File: src/rtl/sad_min_select.sv
`default_nettype none
// sad_min_select: streaming minimum-SAD selector over a raster search window, rev 1.0.
// Optional early termination on SAD <= threshold when SAD_EARLY_TERM_EN is defined.
module sad_min_select #(
  parameter int SAD_W    = 12,
  parameter int SEARCH_W = 4,
  parameter int SEARCH_H = 4,
  parameter int COORD_W  = 4
) (
  input  logic                 clk,
  input  logic                 rst_n,
  input  logic                 start,
  input  logic                 in_valid,
  output logic                 in_ready,
  input  logic [SAD_W-1:0]     in_sad,
  output logic                 out_valid,
  input  logic                 out_ready,
  output logic [SAD_W-1:0]     out_sad,
  output logic [2*COORD_W-1:0] out_mv,
`ifdef SAD_EARLY_TERM_EN
  input  logic [SAD_W-1:0]     thresh,
  output logic                 out_early,
`endif
  output logic                 busy
);

  localparam int TOTAL = SEARCH_W * SEARCH_H;
  localparam int CNT_W = $clog2(TOTAL + 1);

  typedef enum logic [1:0] {IDLE = 2'd0, SCAN = 2'd1, DONE = 2'd2} state_t;

  state_t               state_q, state_d;
  logic [COORD_W-1:0]   x_q, x_d, y_q, y_d;
  logic [CNT_W-1:0]     cnt_q, cnt_d;
  logic                 first_q, first_d;
  logic [SAD_W-1:0]     min_q, min_d;
  logic [2*COORD_W-1:0] mv_q, mv_d;
  logic                 in_ready_q, in_ready_d;
  logic                 out_valid_q, out_valid_d;
  logic                 busy_q, busy_d;
  logic                 accept, last, hit;

`ifdef SAD_EARLY_TERM_EN
  logic [SAD_W-1:0] thresh_q, thresh_d;
  logic             early_q, early_d;
  assign hit = (in_sad <= thresh_q);
`else
  assign hit = 1'b0;
`endif

  assign accept = in_valid && in_ready_q;
  assign last   = (cnt_q == CNT_W'(TOTAL - 1));

  always_comb begin
    state_d     = state_q;
    x_d         = x_q;
    y_d         = y_q;
    cnt_d       = cnt_q;
    first_d     = first_q;
    min_d       = min_q;
    mv_d        = mv_q;
    in_ready_d  = in_ready_q;
    out_valid_d = out_valid_q;
    busy_d      = busy_q;
`ifdef SAD_EARLY_TERM_EN
    thresh_d    = thresh_q;
    early_d     = early_q;
`endif
    case (state_q)
      IDLE: begin
        if (start) begin
          state_d    = SCAN;
          x_d        = '0;
          y_d        = '0;
          cnt_d      = '0;
          first_d    = 1'b1;
          in_ready_d = 1'b1;
          busy_d     = 1'b1;
`ifdef SAD_EARLY_TERM_EN
          thresh_d   = thresh;
          early_d    = 1'b0;
`endif
        end
      end
      SCAN: begin
        if (accept) begin
          first_d = 1'b0;
          cnt_d   = cnt_q + CNT_W'(1);
          // Strict less-than keeps the earliest raster index on ties.
          if (first_q || (in_sad < min_q)) begin
            min_d = in_sad;
            mv_d  = {y_q, x_q};
          end
          if (x_q == COORD_W'(SEARCH_W - 1)) begin
            x_d = '0;
            y_d = y_q + COORD_W'(1);
          end else begin
            x_d = x_q + COORD_W'(1);
          end
          if (last || hit) begin
            state_d     = DONE;
            in_ready_d  = 1'b0;
            out_valid_d = 1'b1;
`ifdef SAD_EARLY_TERM_EN
            early_d     = hit;
`endif
          end
        end
      end
      DONE: begin
        if (out_ready) begin
          state_d     = IDLE;
          out_valid_d = 1'b0;
          busy_d      = 1'b0;
`ifdef SAD_EARLY_TERM_EN
          early_d     = 1'b0;
`endif
        end
      end
      default: begin
        state_d     = IDLE;
        in_ready_d  = 1'b0;
        out_valid_d = 1'b0;
        busy_d      = 1'b0;
      end
    endcase
  end

  always_ff @(posedge clk) begin
    if (!rst_n) begin
      state_q     <= IDLE;
      x_q         <= '0;
      y_q         <= '0;
      cnt_q       <= '0;
      first_q     <= 1'b0;
      min_q       <= '0;
      mv_q        <= '0;
      in_ready_q  <= 1'b0;
      out_valid_q <= 1'b0;
      busy_q      <= 1'b0;
`ifdef SAD_EARLY_TERM_EN
      thresh_q    <= '0;
      early_q     <= 1'b0;
`endif
    end else begin
      state_q     <= state_d;
      x_q         <= x_d;
      y_q         <= y_d;
      cnt_q       <= cnt_d;
      first_q     <= first_d;
      min_q       <= min_d;
      mv_q        <= mv_d;
      in_ready_q  <= in_ready_d;
      out_valid_q <= out_valid_d;
      busy_q      <= busy_d;
`ifdef SAD_EARLY_TERM_EN
      thresh_q    <= thresh_d;
      early_q     <= early_d;
`endif
    end
  end

  assign in_ready  = in_ready_q;
  assign out_valid = out_valid_q;
  assign busy      = busy_q;
  assign out_sad   = min_q;
  assign out_mv    = mv_q;
`ifdef SAD_EARLY_TERM_EN
  assign out_early = early_q;
`endif

endmodule
`default_nettype wire

File: config.mk
export PLATFORM = sky130hd
export DESIGN_NAME = sad_min_select
export DESIGN_NICKNAME = d
export VERILOG_FILES = /design/src/rtl/sad_min_select.sv
export SDC_FILE = /design/constraint.sdc
export NUM_CORES = 1
export LEC_CHECK = 0
export CORE_MARGIN = 1.5
export CORE_UTILIZATION = 40
export DETAILED_ROUTE_END_ITERATION = 8
export HOLD_SLACK_MARGIN = 0.12
export PLACE_DENSITY = 0.75
export SLEW_MARGIN = 20
export SYNTH_ARGS = -nofsm -noshare
export SYNTH_HDL_FRONTEND = slang
export SYNTH_SLANG_ARGS = --single-unit
export TNS_END_PERCENT = 50
File: constraint.sdc
create_clock -name clk -period 1.85 [get_ports clk]
set_input_delay 0.185 -clock clk [delete_from_list [all_inputs] [get_ports clk]]
set_output_delay 0.185 -clock clk [all_outputs]
set_load 0.005 [all_outputs]
# After elaboration in Yosys (flattened, before gate mapping)

Cells that the tools add are included.

Register bits after elaboration: 39
Latch bits: 0
Memory bits (writable): 0
Bits in read-only memories: 0
Input port bits: 17
Output and inout port bits: 23
Word-level logic and storage cells: 63
Memories: 0

$add $sub $neg: 3
$mul: 0
Div/mod/pow operators: 0
$lt $le $gt $ge: 1
Equal/unequal tests: 9
Shift operators: 0
Mux-type cells: 26
Bitwise operators: 3
Reductions and logical operators: 11

Operators with widths:

| operator                                                              | count |
|---|---|
| 4-bit two-way mux                                                     | 5 |
| 4-bit one-hot mux with 2 select lines                                 | 2 |
| 4-bit AND reduction                                                   | 4 |
| 12-bit less-than comparator                                           | 1 |
| 5-bit two-way mux                                                     | 2 |
| 2-bit != test, second input constant                                  | 5 |
| 5-bit one-hot mux with 2 select lines                                 | 1 |
| 1-bit one-hot mux with 3 select lines                                 | 3 |
| 3-bit AND reduction                                                   | 3 |
| 4-bit by 1-bit adder with 4-bit output, second input constant         | 2 |
| 2-bit two-way mux                                                     | 4 |
| 1-bit two-way mux                                                     | 7 |
| 2-bit one-hot mux with 3 select lines                                 | 1 |
| 5-bit by 1-bit adder with 5-bit output, second input constant         | 1 |
| 5-bit by 4-bit equality test with 1-bit output, second input constant | 1 |
| 4-bit by 2-bit equality test with 1-bit output, second input constant | 1 |
| 1-bit inverter                                                        | 3 |
| 2-bit by 1-bit equality test with 1-bit output, second input constant | 1 |
| 2-bit equality test, second input constant                            | 1 |
| 2-bit logical NOT                                                     | 1 |
| 1-bit one-hot mux with 2 select lines                                 | 1 |
| 2-bit nonzero test                                                    | 1 |
| 1-bit logical AND                                                     | 1 |
| 1-bit logical OR                                                      | 1 |

# Depth between registers and ports, before layout

Gate-level depths: netlist (run 1).

Depth after elaboration: 4
Gate-level depth with buffers: 8
Depth with buffers taken out: 7

# Least setup slack after synthesis (run 1)

Ideal clock, no wire load.

Path type: flip-flop to flip-flop
Start: reg min_q[11], in the netlist out_sad[11]
End: reg mv_q[0], in the netlist out_mv[0]
Library setup time: 0.120 ns
Arrival time: 1.683 ns
Data required time: 1.730 ns
Path slack: 0.047 ns
Cell stages (with the launch flop): 9
Buffers on the path: 1
Clock period less this slack: 1.803 ns
Cell sequence: dfxtp_1 -> inv_1 -> ha_1 -> nand4_1 -> or3_1 -> a221oi_2 -> nor4_2 -> buf_6 -> mux2i_1

Cells in the longest elaborated chain, start to end: 3

RTL lines:

| what                                 | RTL line | text |
|---|---|---|
| start, declared                      | 36       | `logic [SAD_W-1:0] min_q, min_d;` |
| start signal, assigned               | 151      | `min_q <= min_d;` |
| 12-bit less-than comparator          | 90       | `if (first_q \|\| (in_sad < min_q)) begin` |
| 1-bit logical OR                     | 90       |  |
| 3-bit AND reduction (no source line) | --       |  |
| end signal, assigned                 | 152      | `mv_q <= mv_d;` |
| end, declared                        | 37       | `logic [2*COORD_W-1:0] mv_q, mv_d;` |

No other way between the ends.
A chain may end at the register's enable or synchronous reset.

# Worst setup path in the final report (run 1)

Start: in in_sad[9]
End: reg min_q[10], in the netlist out_sad[10]

Cells in the longest elaborated chain, start to end: 3

RTL lines:

| what                                 | RTL line | text |
|---|---|---|
| start, declared                      | 15       | `input logic [SAD_W-1:0] in_sad,` |
| 12-bit less-than comparator          | 90       |  |
| 1-bit logical OR                     | 90       |  |
| 3-bit AND reduction (no source line) | --       |  |

No other way between the ends.

==> out/results.tsv, run 1 <==
stage	metric	value	unit
run_status	status	finished with violations	
run_status	violations	negative setup slack	
logic_synthesis	synthCells	224	
logic_synthesis	yosys.area.top_type	dfxtp_1	
global_route	grt_pass1_wl	7.272	mm
sta	fmax	528.9	MHz
layout	final_nets	316	
floorplan	core	4723	um^2
critical_path	end_kind	flop	
layout	final_area	2788	um^2
cts	cts_tree	done	
critical_path	cp_top_family	buffers and inverters	
routing	drtPass1Iterations	4	
job	maxCapViolations	0	
critical_path	worstPathRequired	2.03	ns
power	clock_power_share	42.9	%
layout	fin_util	59.02	%
global_route	grt_pass1_vias	1653	
critical_path	r2r.worst_path.cells	8	
power	comb_power_share	13.3	%
global_route	track_usage	17.39	%
cts	cts_hold_buf	0	
routing	wl_met3	142	um
layout	antenna_cells	0	
critical_path	worst_setup_path_start_kind	input port	
layout	syn_to_final_growth	42.18	%
sta	setup_ws	-0.04075	ns
critical_path	rr_startpoint	out_sad[10]$_SDFFE_PN0P_	
cts	cts_root_buf	clkbuf_8	
placement	portBuffers	39	
cts	insertion_delay	0.30	ns
floorplan	die_x	73.01	um
floorplan	floorplan.initialDensity	41.51	%
floorplan	placementRows	25	
sta	min_period_over_period	102.2	%
placement	dp.cells	344	
cts	cts-buffers-inserted	5	
power	p_sw_share	23.14	%
power	p_switching	0.0004609	W
routing	drc	0	
floorplan	ios	40	
sta	drv_slew	0	
global_route	grt_remaining_overflow	0	
routing	wire_per_inst	12.06	um
logic_synthesis	syn_area_per_cell	8.753	um^2
logic_synthesis	synth_area	1961	um^2
critical_path	crit_cells	8	
routing	vias	1711	
layout	drive_above_1_share	17.54	%
cts	path_clk_slew	0.08	ns
power	p_int	0.001531	W
sta	fin_crit	1.891	ns
sta	fin_skew	0.006273	ns
floorplan	die_y	73.01	um
cts	cts.path.max_buffers	2	
logic_synthesis	synth_nets	256	
routing	postRouteAntennaNets	0	
cts	cts.sinks	39	
logic_synthesis	synth_warnings	0	
critical_path	cp-startpoint	in_sad[9]	
critical_path	endpoint	out_sad[10]$_SDFFE_PN0P_	
critical_path	worstPathArrival	2.07	ns
floorplan	die_area	5330	um^2
routing	maxUsedRoutingLayer	met4	
logic_synthesis	yosys-top-cells-area	dfxtp_1, mux2i_1, ha_1	
layout	fin_cells	352	
critical_path	critPathSlowestCell	clkdlybuf4s50_1	
placement	post_dp_cell_area	2579	um^2
logic_synthesis	synth.distinct_cells	35	
sta	hold_slack	0.3481	ns
critical_path	slowest_delay	0.48	ns
routing	met2_length	2.050	mm
sta	relSlewSlack	67.67	%
logic_synthesis	synth_top_area_share	39.82	%
routing	post_drt_via_cell_ratio	4.861	
power	power_per_cell_area	714.6	nW/um^2
sta	rsz0062_at_grt	yes	
cts	htree_num_levels	2	
routing	wl_met1	1.977	mm
critical_path	regToRegEndpoint	out_sad[10]$_SDFFE_PN0P_	
sta	tns	-0.5559	ns
logic_synthesis	ys_ff_latch	39	
sta	worst_slew_pin_slew	0.4798	ns
sta	hold_viol_final	0	
routing	drt-initial-drc-count	93	
power	ir_drop	0.4674	mV
power	seq_power_share	43.8	%
placement	post-dp-hpwl	2.967	mm
critical_path	path_max_fanout	20	
critical_path	cp_cell_sequence	clkdlybuf4s50_1 -> ha_4 -> nand4_1 -> or3_1 -> a221oi_2 -> nor4_4 -> buf_12 -> mux2i_1	
cts	ctsResizeCount	9	
power	leakage	1.004	nW
logic_synthesis	ys_seq_area_share	39.82	%
sta	setup_violations	20	
critical_path	path_buf_inv	2	
cts	postCtsSetupBuffers	0	
critical_path	criticalPathCategory	input port to flop	
routing	routed_wl	4.244	mm
global_route	antenna_found_initial	0	
global_route	grt_max_degree	29	
min_path	worstHoldPathType	input port to flop	
critical_path	ff2ff_setup_slack	-0.04	ns
placement	gp_congestion	0.7183	
layout make-up:
| class | count | area [um^2] |
|---|---|---|
| clock inverter | 3 | 67.56 |
| multi-input combinational | 161 | 1146 |
| inverter | 14 | 52.55 |
| sequential | 39 | 787.0 |
| timing repair buffer | 63 | 581.8 |
| clock buffer | 5 | 68.82 |
| fill | 405 | 1936 |
| tap | 67 | 83.83 |
state kept, by name, indices dropped and copies added, names as in the netlist:
name       flops
cnt_q          5
in_ready       1
busy           1
out_sad       12
out_mv         8
first_q        1
y_q            4
state_q        2
x_q            4
out_valid      1
kinds of logic after synthesis:
family                   after synthesis  share of synthesized area [%]
AO/OA/AOI/OAI                         29                          9.955
multiplexers                          20                          10.21
buffers and inverters                 24                          5.616
AND/OR/NAND/NOR                       90                          21.70
XOR/XNOR                               7                          3.127
flip-flops                            39                          39.82
adder cells (fa/ha/maj)               15                          9.572
power groups by stage:
stage               registers [W]  logic, W  clock network (W)
floorplan                0.000889  0.000135                  0
global placement         0.000891  0.000248                  0
detailed placement       0.000891  0.000252                  0
CTS                      0.000871  0.000258           0.000869
global route             0.000875  0.000293           0.000908
finish                   0.000872  0.000265           0.000855
how the worst min path moves through the flow:
stage / from / to / cells past startpoint
floorplan: in_sad[0] / out_sad[0]$_SDFFE_PN0P_ / 2
global placement: out_mv[7]$_SDFFE_PN0P_ / out_mv[7]$_SDFFE_PN0P_ / 2
detailed placement: out_mv[6]$_SDFFE_PN0P_ / out_mv[6]$_SDFFE_PN0P_ / 2
CTS: in_sad[11] / out_sad[11]$_SDFFE_PN0P_ / 3
global route: in_sad[11] / out_sad[11]$_SDFFE_PN0P_ / 3
finish: in_sad[11] / out_sad[11]$_SDFFE_PN0P_ / 3
Yosys cell counts, drive strengths merged:
| cell type | number |
|---|---|
| nand2 | 48 |
| dfxtp | 39 |
| mux2i | 20 |
| ha | 15 |
| inv | 14 |
| nor2 | 12 |
| a21oi | 10 |
| nor2b | 7 |
| clkbuf | 6 |
| nand3 | 6 |
| nand4 | 6 |
| o21ai | 6 |
| xor2 | 5 |
| buf | 4 |
| a21boi | 3 |
| nand2b | 3 |
| a21o | 2 |
| a221oi | 2 |
| a31oi | 2 |
| and3 | 2 |
| nor3 | 2 |
| xnor2 | 2 |
| a211oi | 1 |
| a22oi | 1 |
| a311oi | 1 |
| nor3b | 1 |
| nor4 | 1 |
| o21a | 1 |
| or3 | 1 |
| or3b | 1 |
layer usage:
layer,vias up,global-route usage [%]
met1,789,22.54
li1,876,-
met2,37,28.69
met5,-,0
met3,9,3.729
met4,0,5.660
worst reg2reg max path: stages, from the launching register on:
cell and delay [ns]:
dfxtp_2 0.34, inv_1 0.06, ha_4 0.26, nand4_1 0.09, or3_1 0.38, a221oi_2 0.26
nor4_4 0.07, buf_12 0.18, mux2i_1 0.13
metrics by stage:
step / worst slack (ns) / total power, W
after floorplan: 0.04720 / 0.001024
after global placement: -0.3176 / 0.001139
after detailed placement: -0.3778 / 0.001143
after CTS: -0.04109 / 0.001999
after global routing: -0.1050 / 0.002076
final: -0.04075 / 0.001992
cells in the final DEF (no fill, tap or decap), types with 9 or more instances in the layout:
master,instances
clkdlybuf4s50_1,38
dfxtp_1,34
nand2_1,48
inv_1,13
nor2_1,12
a21oi_1,9
buf_4,23
ha_1,10
mux2i_1,20
(Power assumes the default switching activity.)
==> run 2, diff against run 1 <==
Settings changed: PLACE_DENSITY 0.75 to 0.67.
==> run 2 against run 1 <==
Compared with the run above: the run still ends with negative setup slack left; sequential power about the same; hold slack got worse by 0.11 ns; design area about the same; fmax increased by 0.84%; sequential share of layout area about the same; via count decreased by 1.8%; first-iteration DRC count decreased by 41%; power decreased by 14%; final cell count increased by 1.1%; global-route usage decreased by 0.72 points; routed wire length decreased by 0.85%; critical path type unchanged; highest routed layer unchanged.
==> out/results.tsv, run 2 (same netlist as run 1, synthesis figures left out) <==
stage	metric	value	unit	change
critical_path	cp-startpoint	in_sad[9]		
critical_path	cp_cell_sequence	clkdlybuf4s50_1 -> ha_4 -> nand4_1 -> or3_1 -> a221oi_2 -> nor4_4 -> buf_12 -> mux2i_1		
sta	setup_ws	-0.02498	ns	+0.01577 ns
global_route	antenna_found_initial	0		unchanged
sta	rsz0062_at_grt	yes		
global_route	met3_usage	3.867	%	+0.14 points
critical_path	endpoint	out_mv[7]$_SDFFE_PN0P_		
placement	portBuffers	39		unchanged
layout	multiInputGateArea	1167	um^2	+1.9%
sta	hold_slack	0.2370	ns	-0.1112 ns
layout	drive_above_1_share	20.76	%	+3.2 points
critical_path	critPathSlowestCell	clkdlybuf4s50_1		
global_route	grt_remaining_overflow	0		unchanged
layout	ff_latch_area	787.0	um^2	unchanged
routing	routed_wl	4.208	mm	-0.85%
layout	largest_reg_flops	12		unchanged
power	clock_power_share	32.9	%	-10 points
cts	insertion_delay	0.29	ns	about the same
critical_path	crit_cells	8		unchanged
sta	min_period_over_period	101.4	%	-0.85 points
sta	fmax	533.3	MHz	+0.84%
critical_path	worstPathArrival	2.06	ns	about the same
cts	cts.path.max_buffers	2		unchanged
critical_path	path_buf_inv	2		unchanged
layout	antenna_cells	0		unchanged
floorplan	core	4723	um^2	unchanged
sta	drv_slew	0		unchanged
critical_path	path_max_fanout	13		-35%
critical_path	criticalPathCategory	input port to flop		
min_path	hp-start	in_sad[8]		
global_route	grt.busiest_layer	met2		
cts	cts-buffers-inserted	5		unchanged
sta	worst_slew_pin_slew	0.3437	ns	-0.1362 ns
power	p_int	0.001256	W	-18%
floorplan	die_area	5330	um^2	unchanged
power	p_sw_share	26.33	%	+3.2 points
min_path	worstHoldPathType	input port to flop		
sta	fin_skew	0.004332	ns	-0.001941 ns
run_status	status	finished with violations		
power	power_per_cell_area	611.8	nW/um^2	-14%
critical_path	worst_setup_path_start_kind	input port		
floorplan	floorplan.initialDensity	41.51	%	unchanged
power	ir_drop	0.2897	mV	-38%
global_route	grt_pass1_vias	1523		-7.9%
sta	setup_violations	20		unchanged
layout	nFillCells	438		+8.1%
routing	drc	0		unchanged
layout	layout_commonest_cell	nand2_1		
floorplan	die_x	73.01	um	unchanged
critical_path	cp_top_family	buffers and inverters		
critical_path	r2r.worst_path.cells	8		unchanged
routing	drtPass1Iterations	4		unchanged
sta	hold_viol_final	0		unchanged
critical_path	rr_startpoint	out_sad[11]$_SDFFE_PN0P_		
critical_path	slowest_delay	0.48	ns	about the same
cts	cts_root_buf	clkbuf_8		
critical_path	ff2ff_setup_slack	-0.01	ns	+0.03 ns
layout	syn_to_final_growth	42.12	%	about the same
cts	htree_num_levels	2		unchanged
power	leakage	1.023	nW	+1.9%
routing	drt-initial-drc-count	55		-41%
routing	post_drt_via_cell_ratio	4.719		-2.9%
cts	cts.sinks	39		unchanged
layout	final_area	2786	um^2	about the same
global_route	grt_max_degree	35		+21%
critical_path	end_kind	flop		
cts	path_clk_slew	0.08	ns	about the same
placement	pre_cts_slack	-0.3791	ns	-0.001284 ns
global_route	grt_pass1_wl	6.893	mm	-5.2%
placement	post-dp-hpwl	2.997	mm	+1.0%
global_route	grtUsageMet2	27.27	%	-1.4 points
floorplan	die_y	73.01	um	unchanged
layout	final_nets	320		+1.3%
power	comb_power_share	16.0	%	+2.7 points
sta	relSlewSlack	76.92	%	+9.2 points
critical_path	regToRegEndpoint	out_mv[7]$_SDFFE_PN0P_		
routing	wire_per_inst	11.82	um	-2.0%
power	seq_power_share	51.1	%	+7.3 points
critical_path	worstPathRequired	2.03	ns	about the same
sta	fin_crit	1.875	ns	-0.01577 ns
run_status	violations	negative setup slack		
floorplan	ios	40		unchanged
cts	cts_hold_buf	0		unchanged
job	maxCapViolations	0		unchanged
floorplan	placementRows	25		unchanged
power	p_switching	0.0004489	W	-2.6%
placement	gp_congestion	0.7272		+1.2%
routing	vias	1680		-1.8%
cts	cts_tree	done		
layout	final_cell_mix	nand2_1, clkdlybuf4s50_1, dfxtp_1		
global_route	track_usage	16.68	%	-0.72 points
routing	postRouteAntennaNets	0		unchanged
placement	post_dp_cell_area	2601	um^2	+0.87%
global_route	grtUsageMet1	20.98	%	-1.6 points
==> run 2: changes by cell type in the layout (fill, tap and decap cells not counted), sizes merged <==
cell and change:
bufinv -2, dlygate4sd2 +2, clkinv +3, dlymetal6s2s +1, clkdlybuf4s50 -3, buf +4, clkinvlp -1
==> run 2: final cells by class <==
class	count	share of cell area, %
Clock buffer	5	2.470
Clock inverter	3	0.5388
Inverter	14	1.886
Multi-Input combinational cell	161	41.89
Sequential cell	39	28.24
Tap cell	67	3.009
Timing Repair Buffer	67	21.96
==> run 2: through the flow <==
step           setup TNS (ns)  std cells  util [%]  total power (W)
6_report              -0.2414        356     58.99         0.001705
5_1_grt                -1.668        356     58.99         0.001788
4_1_cts              -0.08671        356     57.96         0.001717
3_5_place_dp           -7.385        347     55.07         0.001145
3_3_place_gp           -6.332        347     55.07         0.001143
2_1_floorplan               0        224         -         0.001024
==> run 2: layer usage <==
layer / vias to the layer above / part of all wire, % / routed length (um)
met4: 0 / 2.4 / 102
met5: - / 0 / 0
met1: 762 / 47 / 1998
li1: 883 / - / -
met2: 24 / 47 / 1997
met3: 11 / 2.6 / 110
==> run 2: worst reg2reg max path: stages (launching register included) <==
cell and delay (ns):
dfxtp_2 0.34, inv_2 0.05, ha_4 0.26, nand4_1 0.11, or3_1 0.37, a221oi_2 0.25, nor4_4 0.09, buf_12 0.17
mux2i_1 0.12
==> run 2: worst min-delay path by stage <==
| stage | slack, ns | end | cells after the start |
|---|---|---|---|
| final | 0.24 | out_sad[8]$_SDFFE_PN0P_ | 3 |
| after global routing | 0.23 | out_sad[8]$_SDFFE_PN0P_ | 3 |
| after CTS | 0.31 | out_sad[5]$_SDFFE_PN0P_ | 3 |
| after detailed placement | 0.45 | out_mv[5]$_SDFFE_PN0P_ | 2 |
| after global placement | 0.44 | out_mv[6]$_SDFFE_PN0P_ | 2 |
| after floorplan | 0.33 | out_sad[0]$_SDFFE_PN0P_ | 2 |
==> run 2: power groups by stage <==
stage	clock network (W)	registers, W	logic [W]
after floorplan	0	0.000889	0.000135
after global placement	0	0.000891	0.000252
after CTS	0.000584	0.000872	0.000262
after global routing	0.000612	0.000875	0.000301
final	0.000560	0.000872	0.000272
after detailed placement	0	0.000891	0.000254
==> run 2: repair_timing <==
item | CTS | global route
buffers inserted | 1 | 0
resized for setup | 14 | 9
setup endpoints to repair | 20 | 20
pin swaps | 1 | 2
hold endpoints to repair | 0 | 0
